`src/rtl/weight_tile_loader.sv`:
```
// Streams one tile of convolution filters from a pipelined weight ROM into a
// packed rows x cols weight matrix (kernel element by filter) for the PE array.
module weight_tile_loader #(
  parameter int data_size     = 16,
  parameter int array_rows    = 9,
  parameter int array_cols    = 9,
  parameter int addr_size     = 15,
  parameter int dim_data_size = 16,
  parameter int read_latency  = 2
) (
  input  logic                                        clk,
  input  logic                                        reset,
  input  logic                                        start,
  input  logic [addr_size-1:0]                        initial_address,
  input  logic [dim_data_size-1:0]                    weight_size,
  input  logic [dim_data_size-1:0]                    number_filters,
  input  logic [dim_data_size-1:0]                    tile_idx,
  output logic                                        rom_en,
  output logic [addr_size-1:0]                        rom_addr,
  input  logic [data_size-1:0]                        rom_data,
  output logic [data_size*array_rows*array_cols-1:0]  weight_out,
  output logic                                        weight_valid,
  output logic                                        busy,
  output logic                                        done,
  output logic                                        error
);

  localparam int EW    = $clog2(array_rows + 1);
  localparam int CW    = $clog2(array_cols + 1);
  localparam int LANES = array_rows * array_cols;
  localparam int LIW   = $clog2(LANES);

  localparam logic [2:0] S_IDLE  = 3'd0;
  localparam logic [2:0] S_CALC  = 3'd1;
  localparam logic [2:0] S_ISSUE = 3'd2;
  localparam logic [2:0] S_DRAIN = 3'd3;
  localparam logic [2:0] S_DONE  = 3'd4;

  logic [2:0]               state_q, state_d;
  logic [addr_size-1:0]     base_q, base_d;
  logic [dim_data_size-1:0] k_q, k_d, f_q, f_d, tile_q, tile_d;
  logic [EW-1:0]            e_tot_q, e_tot_d, e_q, e_d;
  logic [CW-1:0]            ft_q, ft_d, c_q, c_d;
  logic [31:0]              n_q, n_d, cap_q, cap_d;
  logic                     rom_en_q, rom_en_d;
  logic [addr_size-1:0]     rom_addr_q, rom_addr_d;
  logic [read_latency-1:0]  pv_q, pv_d;
  logic [EW-1:0]            tag_e_q [read_latency];
  logic [EW-1:0]            tag_e_d [read_latency];
  logic [CW-1:0]            tag_c_q [read_latency];
  logic [CW-1:0]            tag_c_d [read_latency];
  logic [data_size-1:0]     w_q [LANES];
  logic [data_size-1:0]     w_d [LANES];
  logic                     weight_valid_q, weight_valid_d;
  logic                     busy_q, busy_d, done_q, done_d, error_q, error_d;

  logic [31:0]    e32, lo32, rem32, ft32;
  logic           calc_err;
  logic [LIW-1:0] lane_idx;

  // Tile arithmetic from the registered request, all in 32 bits.
  always_comb begin
    e32      = 32'(k_q) * 32'(k_q);
    lo32     = 32'(tile_q) * 32'(array_cols);
    rem32    = 32'(f_q) - lo32;
    ft32     = (rem32 > 32'(array_cols)) ? 32'(array_cols) : rem32;
    calc_err = (k_q == '0) || (f_q == '0) || (e32 > 32'(array_rows)) ||
               (lo32 >= 32'(f_q));
    lane_idx = LIW'(tag_e_q[read_latency-1]) * LIW'(array_cols) +
               LIW'(tag_c_q[read_latency-1]);
  end

  always_comb begin
    // NOTE: every variable gets a default here so no path can infer a latch.
    state_d        = state_q;
    base_d         = base_q;
    k_d            = k_q;
    f_d            = f_q;
    tile_d         = tile_q;
    e_tot_d        = e_tot_q;
    ft_d           = ft_q;
    n_d            = n_q;
    e_d            = e_q;
    c_d            = c_q;
    cap_d          = cap_q;
    rom_en_d       = rom_en_q;
    rom_addr_d     = rom_addr_q;
    w_d            = w_q;
    weight_valid_d = weight_valid_q;
    done_d         = 1'b0;
    error_d        = 1'b0;

    // Each issued read carries its (element, filter) tag down the pipe.
    pv_d[0]    = rom_en_q;
    tag_e_d[0] = e_q;
    tag_c_d[0] = c_q;
    for (int i = 1; i < read_latency; i++) begin
      pv_d[i]    = pv_q[i-1];
      tag_e_d[i] = tag_e_q[i-1];
      tag_c_d[i] = tag_c_q[i-1];
    end

    if (pv_q[read_latency-1]) begin
      w_d[lane_idx] = rom_data;
      cap_d         = cap_q + 32'd1;
    end

    case (state_q)
      S_IDLE: begin
        if (start) begin
          base_d  = initial_address;
          k_d     = weight_size;
          f_d     = number_filters;
          tile_d  = tile_idx;
          state_d = S_CALC;
        end
      end
      S_CALC: begin
        w_d            = '{default: '0};
        weight_valid_d = 1'b0;
        if (calc_err) begin
          state_d = S_DONE;
          done_d  = 1'b1;
          error_d = 1'b1;
        end else begin
          state_d    = S_ISSUE;
          rom_en_d   = 1'b1;
          rom_addr_d = base_q + addr_size'(lo32 * e32);
          e_tot_d    = EW'(e32);
          ft_d       = CW'(ft32);
          n_d        = e32 * ft32;
          e_d        = '0;
          c_d        = '0;
          cap_d      = '0;
        end
      end
      S_ISSUE: begin
        // Filter-major order makes the addresses of a tile contiguous.
        if (e_q == e_tot_q - EW'(1) && c_q == ft_q - CW'(1)) begin
          rom_en_d = 1'b0;
          state_d  = S_DRAIN;
        end else begin
          rom_addr_d = rom_addr_q + addr_size'(1);
          if (e_q == e_tot_q - EW'(1)) begin
            e_d = '0;
            c_d = c_q + CW'(1);
          end else begin
            e_d = e_q + EW'(1);
          end
        end
      end
      S_DRAIN: begin
        if (pv_q[read_latency-1] && (cap_q + 32'd1 == n_q)) begin
          state_d        = S_DONE;
          done_d         = 1'b1;
          weight_valid_d = 1'b1;
        end
      end
      S_DONE:  state_d = S_IDLE;
      default: state_d = S_IDLE;
    endcase

    busy_d = (state_d != S_IDLE);
  end

  // NOTE: sequential state uses non-blocking assignments only, so every flop
  // samples the pre-edge value of its neighbours.
  always_ff @(posedge clk or negedge reset) begin
    if (!reset) begin
      state_q        <= S_IDLE;
      base_q         <= '0;
      k_q            <= '0;
      f_q            <= '0;
      tile_q         <= '0;
      e_tot_q        <= '0;
      ft_q           <= '0;
      n_q            <= '0;
      e_q            <= '0;
      c_q            <= '0;
      cap_q          <= '0;
      rom_en_q       <= 1'b0;
      rom_addr_q     <= '0;
      pv_q           <= '0;
      tag_e_q        <= '{default: '0};
      tag_c_q        <= '{default: '0};
      // NOTE: the weight storage is reset too, because weight_out is a
      // visible output that must read zero out of reset.
      w_q            <= '{default: '0};
      weight_valid_q <= 1'b0;
      busy_q         <= 1'b0;
      done_q         <= 1'b0;
      error_q        <= 1'b0;
    end else begin
      state_q        <= state_d;
      base_q         <= base_d;
      k_q            <= k_d;
      f_q            <= f_d;
      tile_q         <= tile_d;
      e_tot_q        <= e_tot_d;
      ft_q           <= ft_d;
      n_q            <= n_d;
      e_q            <= e_d;
      c_q            <= c_d;
      cap_q          <= cap_d;
      rom_en_q       <= rom_en_d;
      rom_addr_q     <= rom_addr_d;
      pv_q           <= pv_d;
      tag_e_q        <= tag_e_d;
      tag_c_q        <= tag_c_d;
      w_q            <= w_d;
      weight_valid_q <= weight_valid_d;
      busy_q         <= busy_d;
      done_q         <= done_d;
      error_q        <= error_d;
    end
  end

  always_comb begin
    for (int i = 0; i < LANES; i++) weight_out[i*data_size +: data_size] = w_q[i];
  end

  assign rom_en       = rom_en_q;
  assign rom_addr     = rom_addr_q;
  assign weight_valid = weight_valid_q;
  assign busy         = busy_q;
  assign done         = done_q;
  assign error        = error_q;

endmodule

```
`config.mk`:
```
export PLATFORM = sky130hd
export DESIGN_NAME = weight_tile_loader
export DESIGN_NICKNAME = d
export VERILOG_FILES = /design/src/rtl/weight_tile_loader.sv
export SDC_FILE = /design/constraint.sdc
export NUM_CORES = 2
export LEC_CHECK = 0
export BUFFER_PORTS_ARGS = -buffer_cell sky130_fd_sc_hd__clkbuf_2
export CAP_MARGIN = 20
export CORE_AREA = 2 2 543 545
export DETAILED_ROUTE_END_ITERATION = 10
export DIE_AREA = 0 0 545 547
export GPL_TIMING_DRIVEN = 0
export PLACE_DENSITY = 0.55
export SLEW_MARGIN = 10
export SYNTH_ARGS = -nofsm -noshare
export SYNTH_HDL_FRONTEND = slang
export SYNTH_SLANG_ARGS = --single-unit
```
`constraint.sdc`:
```
create_clock -name clk -period 10.5 [get_ports clk]
set_input_delay 0.525 -clock clk [delete_from_list [all_inputs] [get_ports clk]]
set_output_delay 0.525 -clock clk [all_outputs]
set_load 0.01 [all_outputs]
```
After elaboration in Yosys (flattened, before gate mapping)
Cells that the tools add are included.
{"block": "totals", "reg_bits": 1480, "output_inout_bits": 1316, "wordCells": 187}
{"block": "classes", "addsub": 9, "multipliers": 5, "order_cmp": 5, "n_eq_ne": 11, "n_mux": 33, "n_bitwise": 2, "n_reduce_logical": 19}
{"operator": "2-to-1 mux 1296 bit", "count": 2}
{"operator": "bitwise mux 1296 bit", "count": 1}
{"operator": "2-to-1 mux 32 bit", "count": 4}
{"operator": "demux 16 bit (select 7 bit)", "count": 1}
{"operator": "> comparator 32 x 4 -> 1 bit, second input constant", "count": 2}
{"operator": "adder 32 x 1 -> 32 bit, second input constant", "count": 1}
{"operator": "== test 32 bit", "count": 1}
{"operator": "logical NOT 16 bit", "count": 2}
{"operator": "multiplier 16 x 16 -> 32 bit", "count": 1}
{"operator": "multiplier 20 x 32 -> 15 bit", "count": 1}
{"operator": "multiplier 32 x 32 -> 32 bit", "count": 1}
{"operator": "2-to-1 mux 15 bit", "count": 2}
{"operator": "one-hot mux 15 bit (2 select lines)", "count": 1}
{"operator": "subtractor 16 x 20 -> 21 bit", "count": 1}
{"operator": "greater-or-equal comparator 20 x 16 -> 1 bit", "count": 1}
{"operator": "multiplier 16 x 4 -> 20 bit, second input constant", "count": 1}
{"operator": "2-to-1 mux 4 bit", "count": 5}
{"operator": "2-to-1 mux 16 bit", "count": 1}
{"operator": "one-hot mux 4 bit (2 select lines)", "count": 2}
{"operator": "adder 15 x 1 -> 15 bit, second input constant", "count": 1}
{"operator": "adder 15 bit", "count": 1}
{"operator": "2-to-1 mux 3 bit", "count": 4}
{"operator": "one-hot mux 3 bit (4 select lines)", "count": 1}
{"operator": "!= test 2 bit, second input constant", "count": 5}
{"operator": "other kinds (21)", "count": 41}

Depth between registers and ports, before layout
{"block": "logic_depth", "ltp_word": 10, "mapped_depth": 52}

Worst setup path before layout
OpenSTA, ideal clock, no wires.
{"block": "synth_timing", "path_type": "register to register", "from": "register k_q[2]", "to": "register n_q[30]", "setup_time_ns": 0.125, "arrival_ns": 11.526, "required_ns": 10.375, "path_slack_ns": -1.151, "path_stages_with_launch": 42, "synth_period_minus_slack_ns": 11.651, "cell_sequence": "dfrtp_1 > clkbuf_1 > clkbuf_1 > nand2_1 > fa_1 > inv_1 > fa_1 > fa_1 > fa_1 > inv_1 > fa_1 > fa_1 > inv_1 > ha_1 > and2_1 > or3_1 > o21ai_0 > a21oi_1 > (+6 left out) > fa_1 > fa_1 > inv_1 > fa_1 > fa_1 > fa_1 > fa_1 > ha_1 > nor3_1 > inv_1 > o311ai_0 > a31oi_1 > a221o_1 > a211oi_1 > o21bai_1 > a21oi_1 > xnor2_1 > mux2_2"}
{"block": "synth_between", "elab_chain_cells": 6}
{"item": "start: declaration", "line_no": "41", "source": "logic [dim_data_size-1:0] k_q, k_d, f_q, f_d, tile_q, tile_d;"}
{"item": "start signal: assignment", "line_no": "196", "source": "k_q <= k_d;"}
{"item": "branches (longest 6 deep; another with multiplier 16 x 16 -> 32 bit)"}
{"item": "end signal: assignment", "line_no": "201", "source": "n_q <= n_d;"}
{"item": "end: declaration", "line_no": "44", "source": "logic [31:0] n_q, n_d, cap_q, cap_d;"}
Several ways; the timed one is not identified.
A chain may end at the register's enable or synchronous reset.

Final worst setup path
Ends and elaborated chain as after synthesis.

==> run_summary.xml <==
<?xml version="1.0" encoding="UTF-8"?>
<metrics>
  <group name="run_status">
    <metric name="outcome" unit="">complete, but fails checks</metric>
    <metric name="violated_checks" unit="">negative setup slack</metric>
  </group>
  <group name="sta">
    <metric name="slew_violations" unit="">0</metric>
    <metric name="timing.slew.headroom" unit="%">13.3</metric>
    <metric name="min_period" unit="ns">11.67</metric>
    <metric name="final_ws_setup" unit="ns">-1.17</metric>
    <metric name="fin_worst_skew" unit="ns">0.100</metric>
    <metric name="worst-slew-pin-transition" unit="ns">1.30</metric>
    <metric name="hold_viol" unit="">0</metric>
    <metric name="report.final.setup_viol" unit="">11</metric>
    <metric name="rsz_0062_raised_after_global_routing" unit="">yes</metric>
    <metric name="period_share" unit="%">111</metric>
    <metric name="fmaxAchievable" unit="MHz">85.7</metric>
  </group>
  <group name="synth">
    <metric name="number_of_distinct_library_cell_variants_in_the_gate_level_netlist_after_synthesis" unit="">101</metric>
    <metric name="syn_area_per_cell" unit="sq um">9.11</metric>
    <metric name="seq_total_area_yosys" unit="%">43.2</metric>
    <metric name="synth_area" unit="sq um">85600</metric>
    <metric name="postSynthCellCount" unit="">9396</metric>
    <metric name="postSynth.topFlopCell" unit="">dfrtp_1</metric>
    <metric name="synth-edff-count" unit="">0</metric>
    <metric name="ys_async_sr_fraction" unit="%">100</metric>
    <metric name="ys_ff_latch" unit="">1479</metric>
    <metric name="synth-warning-count" unit="">0</metric>
  </group>
  <group name="min_path">
    <metric name="min_path_type" unit="">in2reg</metric>
  </group>
  <group name="flow_run">
    <metric name="cap_viol_max_count" unit="">0</metric>
  </group>
  <group name="setup_path">
    <metric name="critical_path.endpoint_type" unit="">register</metric>
    <metric name="slowest_stage" unit="">fa_2</metric>
    <metric name="cp_num_buf_inv" unit="">10</metric>
    <metric name="critical_path.max_stage_delay" unit="ns">0.60</metric>
    <metric name="crit_fanout" unit="">6</metric>
    <metric name="cp_data_arrival_time" unit="ns">12.35</metric>
    <metric name="critical_path.most_common_cell" unit="">fa_1</metric>
    <metric name="cpLargestDelayFamily" unit="">adder cells</metric>
    <metric name="crit_type" unit="">reg2reg</metric>
    <metric name="critPathRequiredTime" unit="ns">11.18</metric>
    <metric name="critical_path.startpoint_type" unit="">register</metric>
  </group>
  <group name="finish">
    <metric name="post_route_cells_drive_above_1_share" unit="%">20.4</metric>
    <metric name="syn_to_final_growth" unit="%">28.8</metric>
    <metric name="final_net_count" unit="">12580</metric>
    <metric name="seq_area" unit="sq um">37000</metric>
    <metric name="most-common-layout-cells" unit="">2831 x nand2_1, 1464 x dfrtp_1, 1434 x clkbuf_2, 1333 x a21oi_1, 783 x inv_1</metric>
    <metric name="filler_cell_count" unit="">30170</metric>
    <metric name="mostFrequentLayoutCell" unit="">nand2_1</metric>
    <metric name="post-route-cell-area" unit="sq um">110000</metric>
    <metric name="multi_input_comb_area" unit="sq um">46600</metric>
  </group>
  <group name="route">
    <metric name="detail_route.drc_violations" unit="">0</metric>
    <metric name="via_per_inst" unit="">4.88</metric>
    <metric name="routedWlPerCell" unit="um">26.1</metric>
    <metric name="drtPass1Iterations" unit="">6</metric>
    <metric name="vias" unit="">76279</metric>
    <metric name="drt-total-wl" unit="mm">408</metric>
    <metric name="drtIter0Drc" unit="">7179</metric>
    <metric name="ant_nets" unit="">0</metric>
  </group>
  <group name="global_routing">
    <metric name="largest_net_degree_at_the_start_of_global_routing" unit="">100</metric>
    <metric name="grt_pass1_wl" unit="mm">563</metric>
    <metric name="number_of_antenna_violations_at_the_first_check_in_global_routing" unit="">17</metric>
    <metric name="first_global_vias" unit="">73203</metric>
    <metric name="grt_util_all_layers" unit="%">26.5</metric>
    <metric name="grt-ovfl-total" unit="">0</metric>
  </group>
  <group name="floorplan">
    <metric name="die_w" unit="um">545</metric>
    <metric name="die_ht" unit="um">547</metric>
    <metric name="floorplan.initialDensity" unit="%">29.3</metric>
    <metric name="die_area" unit="sq um">298000</metric>
    <metric name="core-area" unit="sq um">293000</metric>
    <metric name="row_count" unit="">199</metric>
    <metric name="ios" unit="">1398</metric>
  </group>
  <group name="place">
    <metric name="io_buffers" unit="">1381</metric>
    <metric name="dp_slack" unit="ns">-2.54</metric>
    <metric name="dp.final_hpwl" unit="mm">321</metric>
    <metric name="placedInstanceArea" unit="sq um">101000</metric>
    <metric name="place_congestion" unit="">0.950</metric>
  </group>
  <group name="clock_network">
    <metric name="clkTransAtPathRegs" unit="ns">0.06</metric>
    <metric name="cts_made_buffers" unit="">176</metric>
    <metric name="cts.root.buffer_cell" unit="">clkbuf_16</metric>
    <metric name="tritoncts_clock_tree" unit="">done</metric>
    <metric name="cts_num_sinks" unit="">1479</metric>
    <metric name="clock_path_buffers" unit="">4</metric>
    <metric name="latest_clock_arrival_within_the_worst_skew_pair" unit="ns">0.91</metric>
    <metric name="clock_tree.htree_level_count" unit="">4</metric>
  </group>
</metrics>
worst min-delay path: stages:
cell and delay, ns:
clkbuf_2 0.08, nand2_1 0.16, o21ai_0 0.12
kinds of logic (layout without fill, tap and decap cells):
kind of cell / count (synthesis) / count (layout) / share of synthesized area (%)
AO/OA/AOI/OAI: 1634 / 1634 / 10.3
XOR/XNOR: 240 / 240 / 2.49
adder cells (fa/ha/maj): 945 / 945 / 19.2
buffers and inverters: 1364 / 3335 / 6.04
flip-flops: 1479 / 1479 / 43.2
multiplexers: 130 / 130 / 1.63
other: 2 / 335 / 0.00877
AND/OR/NAND/NOR: 3602 / 3602 / 17.1
layer usage:
metal / global-route usage (%) / wire length [um] / up-vias
met1: 32.0 / 153000 / 38122
met4: 18.3 / 33700 / 4
li1: - / - / 33912
met2: 41.1 / 183000 / 3298
met5: 0 / 27 / -
met3: 7.18 / 38000 / 943
cells in the mapped netlist (all sizes together), types with 28 or more instances:
cell,count,share of area (%)
nand2,2851,12
dfrtp,1479,43
a21oi,1342,7.8
inv,807,3.5
fa,613,14
clkbuf,527,2.3
ha,331,4.8
nor2,319,1.4
xnor2,163,1.7
and2,113,0.83
o21ai,89,0.52
mux2,75,0.99
xor2,75,0.77
mux2i,55,0.64
nand3,54,0.32
nor3,48,0.29
nor2b,46,0.34
a21o,30,0.26
nor4,30,0.24
buf,28,0.18
final cells by class:
class | instances | share of cell area (%)
diodes | 6 | 0.0136
plain buffers | 543 | 2.23
inverters | 809 | 2.75
clock inverters | 59 | 0.682
well taps | 3919 | 4.45
flip-flops and latches | 1479 | 33.6
multi-input cells | 6880 | 42.3
repair buffers | 1665 | 9.35
clock buffers | 259 | 4.68
repair_timing:
action	4_1_cts	5_1_grt
setup buffers	80	46
pin swaps	128	99
setup endpoints to repair	28	20
gates cloned	1	0
hold buffers	63	0
gates resized for setup	206	133
hold endpoints to repair	137	0
path summary, 6_finish.rpt:
kind | end | cells after the start | from | slack, ns
setup reg to reg | n_q[30]$_DFFE_PN0P_ | 42 | k_q[2]$_DFFE_PN0P_ | -1.17
hold / removal | k_q[0]$_DFFE_PN0P_ | 3 | weight_size[0] | 0.11
hold reg to reg | tag_c_q[0]$_DFF_PN0_ | 0 | tag_c_d[0]$_DFF_PN0_ | 0.35
max in group asynchronous | weight_out[908]$_DFFE_PN0P_ | 6 | reset | 7.57
setup / recovery | n_q[30]$_DFFE_PN0P_ | 42 | k_q[2]$_DFFE_PN0P_ | -1.17
min in group asynchronous | weight_out[268]$_DFFE_PN0P_ | 2 | reset | 0.24
flip-flops by register name (all words and copies together), names as in the netlist, 2 cells and up:
name        cells
base_q         15
c_q             4
cap_q          32
e_q             4
e_tot_q         3
f_q            16
ft_q            4
k_q            16
n_q            32
pv_q            2
rom_addr       15
state_q         3
tag_c_d         4
tag_c_q         4
tag_e_d         4
tag_e_q         4
tile_q         16
weight_out   1296
stage by stage:
stage / util, % / setup TNS [ns] / instances / hold WS (ns)
CTS: 37.3 / -7.08 / 15567 / 0.0323
global placement: 33.9 / - / 15023 / 0.332
floorplan: - / -1.01 / 9723 / 0.229
detailed placement: 34.6 / -34.38 / 15115 / 0.335
finish: 37.7 / -7.84 / 15619 / 0.108
global route: 37.7 / -12.16 / 15615 / 0.113
Power is not shown: default switching activity piles up to over one toggle a cycle in this logic, so the estimate is an artifact.
